--- config.mk ---
export PLATFORM = sky130hd
export DESIGN_NAME = rs_age_station_flat
export DESIGN_NICKNAME = d
export VERILOG_FILES = /design/src/rtl/rs_age_station_if.sv /design/src/rtl/rs_age_station.sv /design/src/flat_wrapper.sv
export SDC_FILE = /design/constraint.sdc
export NUM_CORES = 2
export LEC_CHECK = 0
export ABC_AREA = 1
export CELL_PAD_IN_SITES_DETAIL_PLACEMENT = 1
export CELL_PAD_IN_SITES_GLOBAL_PLACEMENT = 1
export CORE_ASPECT_RATIO = 1.5
export CORE_MARGIN = 2
export CORE_UTILIZATION = 40
export DETAILED_ROUTE_END_ITERATION = 10
export PLACE_DENSITY = 0.91
export SKIP_CTS_REPAIR_TIMING = 1
export SLEW_MARGIN = 20
export SYNTH_ARGS = -nofsm -noshare
export SYNTH_HDL_FRONTEND = slang
export SYNTH_SLANG_ARGS = --single-unit
export TNS_END_PERCENT = 20
--- constraint.sdc ---
create_clock -name clk -period 3 [get_ports clk]
set_input_delay 0.9 -clock clk [delete_from_list [all_inputs] [get_ports clk]]
set_output_delay 0.9 -clock clk [all_outputs]
set_load 0.01 [all_outputs]
--- src/rtl/rs_age_station_if.sv ---
// Insert, CDB snoop and dual-lane dispatch bundle
// for the age-ordered reservation station.
interface rs_age_station_if #(
  parameter int DATA_W = 32,
  parameter int TAG_W  = 5,
  parameter int CTRL_W = 9
);
  logic              in_valid;
  logic              in_ready;
  logic [CTRL_W-1:0] in_ctrl;
  logic [TAG_W-1:0]  in_dest;
  logic [DATA_W-1:0] in_v1;
  logic [DATA_W-1:0] in_v2;
  logic              in_r1;
  logic              in_r2;
  logic [TAG_W-1:0]  in_t1;
  logic [TAG_W-1:0]  in_t2;

  logic              cdb0_valid;
  logic [TAG_W-1:0]  cdb0_tag;
  logic [DATA_W-1:0] cdb0_data;
  logic              cdb1_valid;
  logic [TAG_W-1:0]  cdb1_tag;
  logic [DATA_W-1:0] cdb1_data;

  logic              d0_valid;
  logic              d0_ready;
  logic [CTRL_W-1:0] d0_ctrl;
  logic [TAG_W-1:0]  d0_dest;
  logic [DATA_W-1:0] d0_op1;
  logic [DATA_W-1:0] d0_op2;
  logic              d1_valid;
  logic              d1_ready;
  logic [CTRL_W-1:0] d1_ctrl;
  logic [TAG_W-1:0]  d1_dest;
  logic [DATA_W-1:0] d1_op1;
  logic [DATA_W-1:0] d1_op2;

  modport master (
    output in_valid, in_ctrl, in_dest,
    output in_v1, in_v2, in_r1, in_r2,
    output in_t1, in_t2,
    input  in_ready,
    output cdb0_valid, cdb0_tag, cdb0_data,
    output cdb1_valid, cdb1_tag, cdb1_data,
    input  d0_valid, d0_ctrl, d0_dest,
    input  d0_op1, d0_op2,
    output d0_ready,
    input  d1_valid, d1_ctrl, d1_dest,
    input  d1_op1, d1_op2,
    output d1_ready
  );

  modport slave (
    input  in_valid, in_ctrl, in_dest,
    input  in_v1, in_v2, in_r1, in_r2,
    input  in_t1, in_t2,
    output in_ready,
    input  cdb0_valid, cdb0_tag, cdb0_data,
    input  cdb1_valid, cdb1_tag, cdb1_data,
    output d0_valid, d0_ctrl, d0_dest,
    output d0_op1, d0_op2,
    input  d0_ready,
    output d1_valid, d1_ctrl, d1_dest,
    output d1_op1, d1_op2,
    input  d1_ready
  );
endinterface

--- src/rtl/rs_age_station.sv ---
// Age-ordered reservation station: CDB wakeup with
// insert bypass, oldest-first dual dispatch, flush.
module rs_age_station #(
  parameter int DEPTH  = 4,
  parameter int DATA_W = 32,
  parameter int TAG_W  = 5,
  parameter int CTRL_W = 9,
  parameter int CNT_W  = $clog2(DEPTH+1)
) (
  input  logic             clk,
  input  logic             rst,
  input  logic             flush,
  rs_age_station_if.slave  io,
  output logic [CNT_W-1:0] count,
  output logic             full,
  output logic             empty
);
  localparam int IDX_W = $clog2(DEPTH);
  typedef logic [IDX_W-1:0] idx_t;

  logic [DEPTH-1:0]  busy, rdy1, rdy2;
  logic [CTRL_W-1:0] ctrl_q [DEPTH];
  logic [TAG_W-1:0]  dest_q [DEPTH];
  logic [TAG_W-1:0]  tag1_q [DEPTH];
  logic [TAG_W-1:0]  tag2_q [DEPTH];
  logic [DATA_W-1:0] val1_q [DEPTH];
  logic [DATA_W-1:0] val2_q [DEPTH];
  // older[i][j] set when entry i was issued before j
  logic [DEPTH-1:0]  older  [DEPTH];

  logic [DEPTH-1:0]  elig, sel0, sel1, clr;
  logic [DEPTH-1:0]  oe [DEPTH];
  idx_t              idx0, idx1, fidx;
  logic              v0, v1, f0, f1, ins;
  logic              b1_rdy, b2_rdy;
  logic [DATA_W-1:0] b1_val, b2_val;

  function automatic logic hit(
    input logic             v,
    input logic [TAG_W-1:0] a,
    input logic [TAG_W-1:0] b
  );
    return v && (a == b);
  endfunction

  assign elig = busy & rdy1 & rdy2;

  // rank = number of older eligible entries
  always_comb begin
    sel0 = '0;
    sel1 = '0;
    for (int i = 0; i < DEPTH; i++) begin
      oe[i] = '0;
      for (int j = 0; j < DEPTH; j++)
        oe[i][j] = elig[j] & older[j][i];
      sel0[i] = elig[i] & (oe[i] == '0);
      sel1[i] = elig[i] & (oe[i] != '0) &
        ((oe[i] & (oe[i] - DEPTH'(1))) == '0);
    end
  end

  always_comb begin
    idx0 = '0;
    idx1 = '0;
    fidx = '0;
    for (int i = DEPTH-1; i >= 0; i--) begin
      if (sel0[i]) idx0 = idx_t'(i);
      if (sel1[i]) idx1 = idx_t'(i);
      if (!busy[i]) fidx = idx_t'(i);
    end
  end

  assign v0 = |sel0;
  assign v1 = |sel1;
  assign io.d0_valid = v0;
  assign io.d0_ctrl  = v0 ? ctrl_q[idx0] : '0;
  assign io.d0_dest  = v0 ? dest_q[idx0] : '0;
  assign io.d0_op1   = v0 ? val1_q[idx0] : '0;
  assign io.d0_op2   = v0 ? val2_q[idx0] : '0;
  assign io.d1_valid = v1;
  assign io.d1_ctrl  = v1 ? ctrl_q[idx1] : '0;
  assign io.d1_dest  = v1 ? dest_q[idx1] : '0;
  assign io.d1_op1   = v1 ? val1_q[idx1] : '0;
  assign io.d1_op2   = v1 ? val2_q[idx1] : '0;

  assign f0  = v0 & io.d0_ready;
  assign f1  = v1 & io.d1_ready;
  assign clr = ({DEPTH{f0}} & sel0) |
               ({DEPTH{f1}} & sel1);

  assign full        = count == CNT_W'(DEPTH);
  assign empty       = count == '0;
  assign io.in_ready = ~full;
  assign ins = io.in_valid & ~full & ~flush;

  always_comb begin
    b1_rdy = 1'b1;
    b1_val = io.in_v1;
    b2_rdy = 1'b1;
    b2_val = io.in_v2;
    if (!io.in_r1) begin
      if (hit(io.cdb0_valid, io.cdb0_tag, io.in_t1))
        b1_val = io.cdb0_data;
      else if (hit(io.cdb1_valid, io.cdb1_tag, io.in_t1))
        b1_val = io.cdb1_data;
      else
        b1_rdy = 1'b0;
    end
    if (!io.in_r2) begin
      if (hit(io.cdb0_valid, io.cdb0_tag, io.in_t2))
        b2_val = io.cdb0_data;
      else if (hit(io.cdb1_valid, io.cdb1_tag, io.in_t2))
        b2_val = io.cdb1_data;
      else
        b2_rdy = 1'b0;
    end
  end

  always_ff @(posedge clk or negedge rst) begin
    if (!rst) begin
      busy  <= '0;
      rdy1  <= '0;
      rdy2  <= '0;
      count <= '0;
      for (int i = 0; i < DEPTH; i++) begin
        ctrl_q[i] <= '0;
        dest_q[i] <= '0;
        tag1_q[i] <= '0;
        tag2_q[i] <= '0;
        val1_q[i] <= '0;
        val2_q[i] <= '0;
        older[i]  <= '0;
      end
    end else if (flush) begin
      busy  <= '0;
      rdy1  <= '0;
      rdy2  <= '0;
      count <= '0;
    end else begin
      count <= count + CNT_W'(ins)
             - CNT_W'(f0) - CNT_W'(f1);
      for (int i = 0; i < DEPTH; i++) begin
        if (clr[i]) begin
          busy[i] <= 1'b0;
          rdy1[i] <= 1'b0;
          rdy2[i] <= 1'b0;
        end else if (busy[i]) begin
          if (!rdy1[i]) begin
            if (hit(io.cdb0_valid, io.cdb0_tag, tag1_q[i])) begin
              rdy1[i]   <= 1'b1;
              val1_q[i] <= io.cdb0_data;
            end else if (hit(io.cdb1_valid, io.cdb1_tag, tag1_q[i])) begin
              rdy1[i]   <= 1'b1;
              val1_q[i] <= io.cdb1_data;
            end
          end
          if (!rdy2[i]) begin
            if (hit(io.cdb0_valid, io.cdb0_tag, tag2_q[i])) begin
              rdy2[i]   <= 1'b1;
              val2_q[i] <= io.cdb0_data;
            end else if (hit(io.cdb1_valid, io.cdb1_tag, tag2_q[i])) begin
              rdy2[i]   <= 1'b1;
              val2_q[i] <= io.cdb1_data;
            end
          end
        end
        if (ins && fidx == idx_t'(i)) begin
          busy[i]   <= 1'b1;
          rdy1[i]   <= b1_rdy;
          rdy2[i]   <= b2_rdy;
          ctrl_q[i] <= io.in_ctrl;
          dest_q[i] <= io.in_dest;
          tag1_q[i] <= io.in_t1;
          tag2_q[i] <= io.in_t2;
          val1_q[i] <= b1_val;
          val2_q[i] <= b2_val;
          older[i]  <= '0;
        end
        // every occupied entry is older than the newcomer
        if (ins) older[i][fidx] <= busy[i];
      end
    end
  end
endmodule

--- src/flat_wrapper.sv ---
// flat-port wrapper written by rule: the top's interface ports become plain ports
module rs_age_station_flat 
#(
  parameter int DEPTH  = 4,
  parameter int DATA_W = 32,
  parameter int TAG_W  = 5,
  parameter int CTRL_W = 9,
  parameter int CNT_W  = $clog2(DEPTH+1)
)
  (clk, rst, flush, count, full, empty, io_in_valid, io_in_ctrl, io_in_dest, io_in_v1, io_in_v2, io_in_r1, io_in_r2, io_in_t1, io_in_t2, io_in_ready, io_cdb0_valid, io_cdb0_tag, io_cdb0_data, io_cdb1_valid, io_cdb1_tag, io_cdb1_data, io_d0_valid, io_d0_ctrl, io_d0_dest, io_d0_op1, io_d0_op2, io_d0_ready, io_d1_valid, io_d1_ctrl, io_d1_dest, io_d1_op1, io_d1_op2, io_d1_ready);
  rs_age_station_if #(.DATA_W(DATA_W), .TAG_W(TAG_W), .CTRL_W(CTRL_W)) io_i ();
  input  logic clk;
  input  logic rst;
  input  logic flush;
  output logic [CNT_W-1:0] count;
  output logic full;
  output logic empty;
  input wire logic [$bits(io_i.in_valid)-1:0] io_in_valid;
  input wire logic [$bits(io_i.in_ctrl)-1:0] io_in_ctrl;
  input wire logic [$bits(io_i.in_dest)-1:0] io_in_dest;
  input wire logic [$bits(io_i.in_v1)-1:0] io_in_v1;
  input wire logic [$bits(io_i.in_v2)-1:0] io_in_v2;
  input wire logic [$bits(io_i.in_r1)-1:0] io_in_r1;
  input wire logic [$bits(io_i.in_r2)-1:0] io_in_r2;
  input wire logic [$bits(io_i.in_t1)-1:0] io_in_t1;
  input wire logic [$bits(io_i.in_t2)-1:0] io_in_t2;
  output wire logic [$bits(io_i.in_ready)-1:0] io_in_ready;
  input wire logic [$bits(io_i.cdb0_valid)-1:0] io_cdb0_valid;
  input wire logic [$bits(io_i.cdb0_tag)-1:0] io_cdb0_tag;
  input wire logic [$bits(io_i.cdb0_data)-1:0] io_cdb0_data;
  input wire logic [$bits(io_i.cdb1_valid)-1:0] io_cdb1_valid;
  input wire logic [$bits(io_i.cdb1_tag)-1:0] io_cdb1_tag;
  input wire logic [$bits(io_i.cdb1_data)-1:0] io_cdb1_data;
  output wire logic [$bits(io_i.d0_valid)-1:0] io_d0_valid;
  output wire logic [$bits(io_i.d0_ctrl)-1:0] io_d0_ctrl;
  output wire logic [$bits(io_i.d0_dest)-1:0] io_d0_dest;
  output wire logic [$bits(io_i.d0_op1)-1:0] io_d0_op1;
  output wire logic [$bits(io_i.d0_op2)-1:0] io_d0_op2;
  input wire logic [$bits(io_i.d0_ready)-1:0] io_d0_ready;
  output wire logic [$bits(io_i.d1_valid)-1:0] io_d1_valid;
  output wire logic [$bits(io_i.d1_ctrl)-1:0] io_d1_ctrl;
  output wire logic [$bits(io_i.d1_dest)-1:0] io_d1_dest;
  output wire logic [$bits(io_i.d1_op1)-1:0] io_d1_op1;
  output wire logic [$bits(io_i.d1_op2)-1:0] io_d1_op2;
  input wire logic [$bits(io_i.d1_ready)-1:0] io_d1_ready;
  assign io_i.in_valid = io_in_valid;
  assign io_i.in_ctrl = io_in_ctrl;
  assign io_i.in_dest = io_in_dest;
  assign io_i.in_v1 = io_in_v1;
  assign io_i.in_v2 = io_in_v2;
  assign io_i.in_r1 = io_in_r1;
  assign io_i.in_r2 = io_in_r2;
  assign io_i.in_t1 = io_in_t1;
  assign io_i.in_t2 = io_in_t2;
  assign io_in_ready = io_i.in_ready;
  assign io_i.cdb0_valid = io_cdb0_valid;
  assign io_i.cdb0_tag = io_cdb0_tag;
  assign io_i.cdb0_data = io_cdb0_data;
  assign io_i.cdb1_valid = io_cdb1_valid;
  assign io_i.cdb1_tag = io_cdb1_tag;
  assign io_i.cdb1_data = io_cdb1_data;
  assign io_d0_valid = io_i.d0_valid;
  assign io_d0_ctrl = io_i.d0_ctrl;
  assign io_d0_dest = io_i.d0_dest;
  assign io_d0_op1 = io_i.d0_op1;
  assign io_d0_op2 = io_i.d0_op2;
  assign io_i.d0_ready = io_d0_ready;
  assign io_d1_valid = io_i.d1_valid;
  assign io_d1_ctrl = io_i.d1_ctrl;
  assign io_d1_dest = io_i.d1_dest;
  assign io_d1_op1 = io_i.d1_op1;
  assign io_d1_op2 = io_i.d1_op2;
  assign io_i.d1_ready = io_d1_ready;
  rs_age_station #(.DEPTH(DEPTH), .DATA_W(DATA_W), .TAG_W(TAG_W), .CTRL_W(CTRL_W), .CNT_W(CNT_W)) u_core (.clk(clk), .rst(rst), .flush(flush), .io(io_i), .count(count), .full(full), .empty(empty));
endmodule
; After elaboration in Yosys (flattened, before gate mapping)
; Cells that the tools add are included.
[totals]
reg_bits = 383
input_bits = 172
elab_cells = 388
out_inout_bits = 164
[classes]
n_eq_ne = 36
bitwise_logic = 45
reduce_logical = 73
order_cmp = 4
add_sub_neg = 7
muxes = 182
[op_table]
columns = operator, n
row1 = 2-to-1 mux 32 bit, 66
row2 = binary-select mux 32 bit (select 2 bit), 4
row3 = == test 5 bit, 20
row4 = 2-to-1 mux 1 bit, 63
row5 = 2-to-1 mux 4 bit, 15
row6 = 2-to-1 mux 9 bit, 6
row7 = AND reduction 5 bit, 8
row8 = binary-select mux 9 bit (select 2 bit), 2
row9 = nonzero test 3 bit, 12
row10 = bitwise AND 1 bit, 32
row11 = bitwise AND 4 bit, 8
row12 = zero test 4 bit, 8
row13 = nonzero test 4 bit, 8
row14 = 2-to-1 mux 5 bit, 6
row15 = logical AND 1 bit, 25
row16 = 2-to-1 mux 2 bit, 12
row17 = != test 2 bit (second input constant), 12
row18 = binary-select mux 5 bit (select 2 bit), 2
row19 = bitwise mux 4 bit, 4
row20 = subtractor 4 x 1 -> 4 bit (second input constant), 4
row21 = AND reduction 2 bit, 4
row22 = nonzero test 2 bit, 4
row23 = OR reduction 4 bit, 2
row24 = >= comparator 3 bit (second input constant), 2
row25 = 14 further kinds, 18

; Depth between registers and ports, before layout
[depth]
word_depth = 16
mapped_depth = 18
depth_no_buf = 17

; Worst setup path before layout
; No wires, ideal clock.
[synth_path]
kind = register to register
start = register u_core.busy[3]
end = register u_core.count[2]
setup_slack_ps = 194
path_buffers = 1
stages_incl_launch_ff = 15
arrival_ps = 2674
synth_period_minus_slack_ps = 2806
path_cell_list = dfrtp_1 -> nand3_2 -> nor2_1 -> a21oi_2 -> nand3_2 -> nand2_1 -> inv_2 -> nand3_1 -> clkbuf_1 -> nand2_1 -> fa_1 -> ha_1 -> ha_1 -> xor2_1 -> nor2_1
[synth_via]
elab_cells_between_ends = 45
[synth_rtl]
columns = element, line
row1 = "start, declared", rs_age_station.sv:21  ; logic [DEPTH-1:0] busy, rdy1, rdy2;
row2 = "start signal, assigned", rs_age_station.sv:121  ; busy <= '0;
row3 = "start signal, assigned", rs_age_station.sv:135  ; busy <= '0;
row4 = "start signal, assigned by index", rs_age_station.sv:144  ; busy[i] <= 1'b0;
row5 = bitwise AND 4 bit * (2 in a row), rs_age_station.sv:46  ; assign elig = busy & rdy1 & rdy2;
row6 = bitwise AND 1 bit, rs_age_station.sv:55  ; oe[i][j] = elig[j] & older[j][i];
row7 = zero test 4 bit, rs_age_station.sv:56  ; sel0[i] = elig[i] & (oe[i] == '0);
row8 = bitwise AND 1 bit, rs_age_station.sv:56
row9 = OR reduction 4 bit *, rs_age_station.sv:73  ; assign v0 = |sel0;
row10 = via io_d0_valid, flat_wrapper.sv:34  ; output wire logic [$bits(io_i.d0_valid)-1:0] io_d0_valid;
row11 = bitwise AND 1 bit *, rs_age_station.sv:86  ; assign f0 = v0 & io.d0_ready;
row12 = subtractor 3 x 1 -> 3 bit * (2 in a row), rs_age_station.sv:141  ; - CNT_W'(f0) - CNT_W'(f1);
row13 = 2-to-1 mux 3 bit *, rs_age_station.sv:134  ; end else if (flush) begin
row14 = "end signal, assigned", rs_age_station.sv:140  ; count <= count + CNT_W'(ins)
row15 = "end, declared", rs_age_station.sv:14  ; output logic [CNT_W-1:0] count,
; Mark *: on every way through the listed nets, which the timed path passes. The rest lies on a longest branch.
; A chain may end at the register's enable or synchronous reset.

; Worst setup path after layout
[layout_path]
start = register u_core.rdy1[3]
end = output port io_d1_op2[26]
[layout_via]
elab_chain_cells = 16
elab_cells_between_ends = 40
[layout_lines]
columns = element, line
row1 = "start, declared", rs_age_station.sv:21
row2 = "start signal, assigned by index", rs_age_station.sv:169  ; rdy1[i] <= b1_rdy;
row3 = bitwise AND 4 bit * (2 in a row), rs_age_station.sv:46
row4 = bitwise AND 1 bit, rs_age_station.sv:55
row5 = subtractor 4 x 1 -> 4 bit, rs_age_station.sv:58  ; ((oe[i] & (oe[i] - DEPTH'(1))) == '0);
row6 = bitwise AND 4 bit, rs_age_station.sv:58
row7 = zero test 4 bit, rs_age_station.sv:58
row8 = bitwise AND 1 bit, rs_age_station.sv:57  ; sel1[i] = elig[i] & (oe[i] != '0) &
row9 = 2-to-1 mux 2 bit (4 in a row), rs_age_station.sv:68  ; if (sel1[i]) idx1 = idx_t'(i);
row10 = NOT 2 -> 3 bit (not written as such), rs_age_station.sv:84  ; assign io.d1_op2 = v1 ? val2_q[idx1] : '0;
row11 = binary-select mux 32 bit (select 2 bit), rs_age_station.sv:84
row12 = 2-to-1 mux 32 bit (not written as such) (2 in a row), rs_age_station.sv:84
row13 = 2-to-1 mux 32 bit *, rs_age_station.sv:84
row14 = "end, declared", flat_wrapper.sv:44  ; output wire logic [$bits(io_i.d1_op2)-1:0] io_d1_op2;
; Mark *: on every way between the ends. The rest lies on a longest branch, timed or not. The select of a mux whose other input is x is not followed.

==> impl_metrics.py <==
metrics = {
    "outcome": {
        "status": "complete, but fails checks",
        "failed_checks": "max-capacitance violations, negative setup slack",
    },
    "cells_and_area": {
        "n_fill_cell": 9930,
        "fin_cells": 6705,
        "final_area_um2": 42100,
        "final_core_util_pct": 55.3,
        "final_nets": 5825,
        "syn_to_final_growth_pct": 37.5,
        "drive_gt1_share_pct": 16.9,
    },
    "sta": {
        "max_slew_margin_pct": 0.595,
        "worst_clock_skew_ps": 47.0,
        "hold_viol_final": 0,
        "setup_slack_ps": -1230,
        "fin_crit_sh_pct": 141,
        "finalCriticalPeriod_ps": 4230,
        "rsz0062_at_grt": "true",
        "slew_violations": 0,
        "max_freq_ghz": 0.236,
        "setup_viol": 206,
        "worstMarginPinSlew_ps": 1480,
    },
    "run": {
        "drv_cap": 1,
    },
    "placed_design": {
        "place_area_um2": 38800,
        "post-dp-hpwl_um": 133000,
        "place_inst": 6521,
        "place_ws_ps": -815,
        "io_buffers": 335,
        "gp_congestion": 1.06,
    },
    "worst_setup_path": {
        "crit_family": "simple AND/OR/NAND/NOR gates",
        "start_kind": "flip-flop",
        "worstSetupEndpointType": "primary output",
        "crit_buf_inv": 5,
        "critical_path_class": "reg -> out",
        "path_max_fanout": 8,
        "cp.arrival_ps": 3330,
        "crit_path_frequent_cell": "nor2_1",
        "cpMaxStageDelayCell": "dfrtp_1",
        "crit_chain": "nand3_4 > nor2_1 > nor2_1 > nand2_1 > nand2_2 > nor2_4 > nand2_4 > nand2_8 > buf_6 > buf_16 > buf_16 > buf_6 > nand3_1 > nand3_1 > nand2_1 > nor2_1 > buf_2",
        "max_stage_delay_ps": 500,
        "crit_required_ps": 2100,
    },
    "clock_tree": {
        "cts_root_buf": "clkbuf_16",
        "clkSlewWorstSetupHoldPaths_ps": 60,
        "insertion_delay_ps": 620,
        "cts_buffers": 41,
        "tritoncts": "done",
        "clockBufferDepth": 3,
        "clock_sinks": 383,
        "cts_max_level": 2,
    },
    "yosys": {
        "yosysSeqAreaShare_pct": 31.3,
        "ys_types": 38,
        "mappedNetlistArea_um2": 30600,
        "ys.flop_type": "dfrtp_1",
        "ys_ff_latch": 383,
        "synth_cells": 5111,
        "synth_edf_count": 0,
        "synth.avg_cell_area_um2": 5.99,
        "ys_warn_count": 0,
        "async_flop_share_pct": 100,
        "synth_nets": 5287,
    },
    "global_route": {
        "grt_max_degree": 73,
        "grt_pass1_vias": 42500,
        "antenna_found_initial": 40,
        "grtUsageTotal_pct": 45.9,
        "grt_pass1_wl_um": 271000,
        "overflow": 0,
    },
    "floorplanning": {
        "coreArea_um2": 76000,
        "rows": 124,
        "die_y_um": 343,
        "start_util_pct": 40.2,
        "die_w_um": 230,
        "die_area_um2": 78800,
        "pin_count": 336,
    },
    "detailed_routing": {
        "viasPerCell": 6.80,
        "drt_pass1_iterations": 9,
        "wl_um": 218000,
        "routedWlPerCell_um": 32.6,
        "drc": 0,
        "drtIter0Drc": 6746,
        "antenna_left": 0,
        "num_vias": 45600,
    },
    "power": {
        "leakagePower_nw": 22.1,
        "swShare_pct": 40.6,
        "power_mw": 19.0,
        "power.share.clock_pct": 28.5,
        "powerDensity_nw_per_um2": 451,
        "power_frac_comb_pct": 31.1,
        "p_int_mw": 11.3,
        "power_switching_mw": 7.71,
        "p_seq_share_pct": 40.4,
        "irDropWorstVdd_mv": 0.356,
    },
    "min_path": {
        "hold_path_class": "in -> async",
    },
}
[logic make-up after synthesis]
group	after synthesis	synth area share [%]
compound gates	815	14.8
xor+xnor	13	0.372
fa+ha+maj	4	0.188
buf+inv	761	10.3
flops	383	31.3
simple gates	3135	43.0
[layout make-up]
class	instances	area [um2]	area share [%]
clock inverters	16	153	0.363
well taps	1008	1260	3.00
inverters	335	1290	3.06
flip-flops and latches	383	9590	22.8
clock buffers	56	1150	2.74
multi-input cells	3967	18600	44.2
diodes	19	47.5	0.113
repair buffers	921	10000	23.8
[state kept, by name, indices dropped and copies added (netlist names), 4 cells and up]
register,flops
u_core.rdy2,4
u_core.tag2_q,20
u_core.dest_q,20
u_core.older,16
u_core.val1_q,128
u_core.tag1_q,20
u_core.val2_q,128
u_core.ctrl_q,36
u_core.busy,4
u_core.rdy1,4
[Yosys cell counts, types with 46 or more instances]
master	number	area [um2]
a21oi_1	229	1150
buf_2	168	841
clkbuf_1	196	736
dfrtp_1	383	9580
inv_1	308	1160
nand2_1	1675	6290
nand3_1	803	4020
nand4_1	77	482
nor2_1	512	1920
o211ai_1	139	1040
o21ai_0	299	1500
o21ai_1	87	435
o22ai_1	46	288
[layer usage]
metal	vias to the layer above	share of wire (%)	track usage (%)
met2	4323	42	72.7
li1	17900	-	-
met1	21500	31	49.6
met5	-	0.21	0
met3	1861	15	13.3
met4	36	13	42.2
[power groups by stage]
stage               Sequential [mW]  Combinational (mW)  Clock, mW
floorplan                      7.03                3.10          0
finish                         7.68                5.91       5.41
global route                   7.69                6.33       5.53
CTS                            7.44                5.31       5.28
global placement               7.44                4.91          0
detailed placement             7.51                5.23          0
[stage by stage]
stage                     hold slack [ps]  TNS (ps)
after floorplan                       436         0
after global placement                451   -140360
after detailed placement              476   -175040
after CTS                             220   -199540
after global routing                  242   -174610
final                                 211   -171310
[final timing paths]
path,startpoint,endpoint,slack (ps),cells past startpoint
max in group asynchronous,rst,u_core.tag2_q[12],1870,2
hold reg to reg,u_core.ctrl_q[4],u_core.ctrl_q[4],480,2
min in group clk,u_core.ctrl_q[4],u_core.ctrl_q[4],480,2
hold / removal,rst,u_core.ctrl_q[4],210,1
setup / recovery,u_core.rdy1[3],io_d1_op2[26],-1230,17
setup reg to reg,u_core.rdy1[3],u_core.val1_q[58],-630,15
[worst reg2reg max path, stage by stage (launching register included)]
cell,delay (ps)
dfrtp_1,500
nand4_1,220
nand2_2,160
nand2_1,100
inv_2,80
nor2_4,50
nand2_2,110
buf_4,120
buf_4,90
o21ai_1,70
buf_4,160
inv_1,70
nand3_2,150
buf_4,210
buf_12,170
o21ai_0,1160
[cell usage in the layout, fill, tap and decap left out, types with 5 or more instances in the layout]
master           count
nand2_1           1647
nand3_1            773
nor2_1             463
dfrtp_1            381
buf_4              377
inv_1              305
o21ai_0            294
a21oi_1            209
clkdlybuf4s50_1    175
o211ai_1           139
buf_12             135
nand4_1             77
o21ai_1             77
clkbuf_16           72
buf_2               68
dlymetal6s2s_1      58
o22ai_1             46
nor2_2              43
nor3_1              38
nand3_2             35
buf_6               31
clkbuf_2            30
nand2_2             22
a21oi_2             21
diode_2             19
inv_2               19
o21ai_2             15
xor2_1              11
buf_16              11
nor2_4              10
clkinv_2             8
clkbuf_1             8
clkbuf_8             7
nand3_4              6
nand2_4              6
nand2_8              5
buf_8                5
No activity file was read; power rests on OpenSTA's default activity.
